`src/rtl/exc_pkg.sv`:
```
// Shared types and constants for the precise-exception sequencer.
package exc_pkg;

    typedef enum logic [2:0] {
        IDLE     = 3'd0,
        DRAIN    = 3'd1,
        FLUSH    = 3'd2,
        REDIRECT = 3'd3,
        HALT     = 3'd4
    } state_t;

    localparam logic [1:0]  CAUSE_ITLB     = 2'd1;
    localparam logic [1:0]  CAUSE_DTLB     = 2'd2;
    localparam logic [31:0] HANDLER_PC_DEF = 32'h2000;

endpackage

```
`src/rtl/exception_ctrl.sv`:
```
// Precise-exception sequencer: capture fault at ROB head, drain stores, flush,
// redirect fetch to the handler (or back on iret), and track privilege mode.
module exception_ctrl
    import exc_pkg::*;
#(
    parameter int                  WORD_SIZE    = 32,
    parameter int                  CAUSE_W      = 2,
    parameter int                  FLUSH_CYCLES = 2,
    parameter logic [WORD_SIZE-1:0] HANDLER_PC  = WORD_SIZE'(HANDLER_PC_DEF)
) (
    input  logic                 clk,
    input  logic                 rst,
    input  logic                 rob_exception,
    input  logic [WORD_SIZE-1:0] rob_ex_pc,
    input  logic [WORD_SIZE-1:0] rob_ex_vaddr,
    input  logic [CAUSE_W-1:0]   rob_ex_cause,
    input  logic                 iret_commit,
    input  logic                 sb_empty,
    output logic                 busy,
    output logic                 rob_flush,
    output logic                 pipe_flush,
    output logic                 fetch_redirect,
    output logic [WORD_SIZE-1:0] fetch_redirect_pc,
    output logic [WORD_SIZE-1:0] exc_pc_q,
    output logic [WORD_SIZE-1:0] exc_vaddr_q,
    output logic [CAUSE_W-1:0]   exc_cause_q,
    output logic                 priv_mode,
    output logic                 halted
);

    localparam int CNT_W = $clog2(FLUSH_CYCLES + 1);

    state_t           state;
    logic [CNT_W-1:0] cnt;
    logic             ret_q;

    always_ff @(posedge clk) begin
        if (rst) begin
            state       <= IDLE;
            cnt         <= '0;
            ret_q       <= 1'b0;
            priv_mode   <= 1'b0;
            exc_pc_q    <= '0;
            exc_vaddr_q <= '0;
            exc_cause_q <= '0;
        end else begin
            case (state)
                IDLE: begin
                    // A fault inside the handler is unrecoverable; keep the first fault's state.
                    if (rob_exception) begin
                        if (priv_mode) begin
                            state <= HALT;
                        end else begin
                            exc_pc_q    <= rob_ex_pc;
                            exc_vaddr_q <= rob_ex_vaddr;
                            exc_cause_q <= rob_ex_cause;
                            ret_q       <= 1'b0;
                            state       <= DRAIN;
                        end
                    end else if (iret_commit) begin
                        ret_q <= 1'b1;
                        state <= DRAIN;
                    end
                end
                DRAIN: begin
                    if (sb_empty) begin
                        state <= FLUSH;
                        cnt   <= CNT_W'(FLUSH_CYCLES - 1);
                    end
                end
                FLUSH: begin
                    if (cnt == '0) state <= REDIRECT;
                    else           cnt   <= cnt - CNT_W'(1);
                end
                REDIRECT: begin
                    priv_mode <= !ret_q;
                    state     <= IDLE;
                end
                HALT:    state <= HALT;
                default: state <= IDLE;
            endcase
        end
    end

    // Moore outputs: decoded from state (and captured registers) only.
    assign busy              = (state != IDLE);
    assign rob_flush         = (state == FLUSH) || (state == HALT);
    assign pipe_flush        = rob_flush;
    assign fetch_redirect    = (state == REDIRECT);
    assign fetch_redirect_pc = fetch_redirect ? (ret_q ? exc_pc_q : HANDLER_PC) : '0;
    assign halted            = (state == HALT);

endmodule
```
`config.mk`:
```
export PLATFORM = sky130hd
export DESIGN_NAME = exception_ctrl
export DESIGN_NICKNAME = d
export VERILOG_FILES = /design/src/rtl/exc_pkg.sv /design/src/rtl/exception_ctrl.sv
export SDC_FILE = /design/constraint.sdc
export NUM_CORES = 1
export LEC_CHECK = 0
export CORE_MARGIN = 1
export CORE_UTILIZATION = 37
export DETAILED_ROUTE_END_ITERATION = 8
export GPL_TIMING_DRIVEN = 1
export PLACE_DENSITY = 0.77
export SLEW_MARGIN = 20
export SYNTH_ARGS = -nofsm -noshare
export SYNTH_HDL_FRONTEND = slang
export SYNTH_SLANG_ARGS = --single-unit
```
`constraint.sdc`:
```
create_clock -name clk -period 1.62 [get_ports clk]
set_input_delay 0.486 -clock clk [delete_from_list [all_inputs] [get_ports clk]]
set_output_delay 0.486 -clock clk [all_outputs]
set_load 0.005 [all_outputs]
```
==> flow_summary_export.csv <==
group,metric,value,unit
timing,timing.final.crit_share,124,%
clocking,worst_setup_hold_path_clk_slew,80,ps
route,route.final.wire_length,10700,µm
route,routed-via-count,3318,
die,start_util,38.4,%
cells_and_area,area_growth,79.5,%
grt,met1_usage,22.4,%
placement,detailedPlacementHpwl,6580,µm
synthesis,synth_edf_count,0,
synthesis,net_count_after_synthesis,442,
synthesis,synth.top_cells.by_count,"nand2b_1, dfxtp_1, mux2i_1",
timing,maxSlewHeadroom,80.4,%
timing,report.final.slew_viol_count,0,
power_and_ir_drop,ir_worst_vdd,0.467,mV
grt,largest_net_degree_at_the_start_of_global_routing,76,
cells_and_area,post_layout_nonfiller_instances,716,
clocking,clock_latency,330,ps
die,placementRows,35,
clocking,master_cell_of_the_clock_root_buffer,"clkbuf_8",
critical_path,crit_path_max_fanout,7,
placement,detailedPlace.worstSlack,-529,ps
timing,final-hold-violation-count,0,
power_and_ir_drop,cellLeakagePower,2.92,nW
timing,post-route-min-period,2010,ps
timing,max_freq,499,MHz
grt,grt.overflow.total,0,
synthesis,synth-main-ff-cell,"dfxtp_1",
critical_path,critical_path.startpoint_type,"flip-flop",
critical_path,critPathKind,"reg2out",
synthesis,sequential_share_of_the_synthesized_area,41.0,%
synthesis,async_reset_ff_share,0,%
grt,number_of_global_route_vias_before_repair,3415,
run_status,failed_checks,"setup timing",
critical_path,required,1130,ps
flow_run,cap_viol_max_count,0,
die,core_outline_area,9280,µm²
timing,setup_ws,-385,ps
clocking,clockBufferDepth,2,
power_and_ir_drop,clock_power_share,31.8,%
power_and_ir_drop,power.total,5.08,mW
cells_and_area,antenna_fix_cells,0,
synthesis,synth_top_cells_by_area,"dfxtp_1, nand2b_1, mux2i_1, and2_1, clkbuf_1",
power_and_ir_drop,switching_power_share_of_the_total,25.3,%
timing,setup_repair_after_global_routing_missed_its_margin,"true",
synthesis,syn_std_cell_area,3570,µm²
synthesis,netlist.top_cell.by_area,"dfxtp_1",
placement,postPlaceCellArea,5500,µm²
min_path,hold_class,"reg2reg",
clocking,cts-htree-levels,3,
synthesis,synth-seq-cells,73,
synthesis,synth.lib_cells_used.distinct,31,
grt,first_pass_grt_wire_length,16400,µm
grt,use_met3,5.50,%
route,route.detailed.vias_per_inst,4.63,
grt,met2_usage,39.7,%
clocking,clock_sink_count,73,
cells_and_area,fin_util,69.0,%
power_and_ir_drop,p_switching,1.28,mW
placement,place.gp.congestion,0.744,
run_status,run_status,"complete, but fails checks",
critical_path,crit_top_cell,"buf_6",
critical_path,cp-end-kind,"primary output",
route,dr.pass1.iters,4,
cells_and_area,regArea,1520,µm²
placement,io_buffers,174,
critical_path,crit_arrival,1520,ps
placement,placed_cells,661,
clocking,hold_buffers,0,
cells_and_area,postLayoutCellArea,6400,µm²
grt,grtUsageTotal,21.0,%
critical_path,timing.critical_path.cells,"nor2b_4 > and3_4 > buf_6 > buf_16 > and2_4 > buf_6",
grt,antenna_found_initial,0,
die,dieWidth,100,µm
timing,clock-skew-final,7.14,ps
route,routedWlPerCell,14.9,µm
power_and_ir_drop,part_of_the_power_in_combinational_logic,27.0,%
power_and_ir_drop,power-per-cell-area,794,nW/µm²
timing,timing_worst_slew_pin_value,290,ps
critical_path,slowest_stage,"dfxtp_2",
synthesis,synth_warnings,0,
cells_and_area,multi_input_area,2080,µm²
power_and_ir_drop,power.share.sequential,41.1,%
clocking,cts_tree,"built",
clocking,cts-buffers-inserted,9,
route,first_iteration_detailed_routing_drc_count,69,
power_and_ir_drop,internal_power_of_the_cells,3.80,mW
route,detail_route.drc_violations,0,
die,chipHeight,100,µm
die,io_pins,175,
grt,globalRoute.busiestLayer,"met2",
cells_and_area,drive_gt1_share,33.6,%
cells_and_area,finish.net_count,654,
synthesis,avgSynthCellArea,9.64,µm²
cells_and_area,fillCellCount,718,
synthesis,synth_most_common_cell,"nand2b_1",
critical_path,crit_path_max_incr_delay,330,ps
timing,setup_viol,52,
synthesis,synth.top_cell.area_share,41.0,%
route,number_of_nets_still_failing_antenna_checks_after_routing,0,
synthesis,gate_count_of_the_mapped_netlist,370,
die,dieArea,10000,µm²
logic make-up after synthesis:
family	synth area share, %
mux	19.1
compound gates	1.19
flops	41.0
simple gates	33.3
fa+ha+maj	0.351
buf+inv	4.91
xor+xnor	0.245
power by group through the flow:
stage / clock network (mW) / logic [mW] / registers (mW)
3_5_place_dp: 0 / 1.16 / 2.11
2_1_floorplan: 0 / 0.524 / 2.12
6_report: 1.62 / 1.37 / 2.09
5_1_grt: 1.77 / 1.47 / 2.11
3_3_place_gp: 0 / 1.13 / 2.11
4_1_cts: 1.68 / 1.36 / 2.09
final timing paths:
kind | cells after the start | startpoint | end | slack (ps)
setup / recovery | 6 | state[0] | fetch_redirect_pc[10] | -390
hold / removal | 2 | exc_vaddr_q[30] | exc_vaddr_q[30] | 470
setup reg to reg | 8 | state[2] | exc_pc_q[25] | -40
hold reg to reg | 2 | exc_vaddr_q[30] | exc_vaddr_q[30] | 470
final cells by class:
type	count	area share, %
clock buffers	11	2.36
flip-flops and latches	73	23.8
repair buffers	230	37.5
multi-input cells	264	32.4
clock inverters	5	1.21
inverters	4	0.234
well taps	129	2.52
state kept, by name (all words and copies together), names as in the netlist:
| name | cells |
|---|---|
| cnt | 2 |
| exc_cause_q | 2 |
| exc_pc_q | 32 |
| exc_vaddr_q | 32 |
| priv_mode | 1 |
| ret_q | 1 |
| state | 3 |
cells in the final DEF (no fill, tap or decap), types with 3 or more instances in the layout:
| master | n |
|---|---|
| dlygate4sd2_1 | 67 |
| clkdlybuf4s50_1 | 68 |
| inv_1 | 3 |
| mux2i_1 | 68 |
| buf_2 | 8 |
| clkbuf_8 | 11 |
| dfxtp_1 | 25 |
| buf_16 | 5 |
| dfxtp_2 | 48 |
| nor2_1 | 4 |
| buf_12 | 13 |
| nand2b_1 | 133 |
| and2_4 | 28 |
| and2_1 | 3 |
| buf_6 | 41 |
| buf_4 | 26 |
| nor3_1 | 3 |
critical path: cells and delay by family, from the launching register on:
kind          cells  cell delay [ps]
simple gates      3              500
buf+inv           3              350
flops             1              330
through the flow:
stage / setup TNS (ps) / hold slack [ps]
3_5_place_dp: -45980 / 461
5_1_grt: -15170 / 485
6_report: -12210 / 469
3_3_place_gp: -42640 / 457
2_1_floorplan: 0 / 443
4_1_cts: -20870 / 475
routing by layer:
metal / vias to the layer above / share of wire (%)
met4: 0 / 1.7
met1: 1570 / 39
met3: 17 / 6.6
met2: 119 / 52
met5: - / 0
li1: 1612 / -
timing repair:
item                                    in CTS  in global routing
cloned                                       8                  1
pin swaps                                   21                 16
hold endpoints to repair                     0                  0
buffers inserted                            34                  4
resized for setup                          321                 42
endpoints found under the setup margin     170                106
Power figures use the tool's default switching activity.
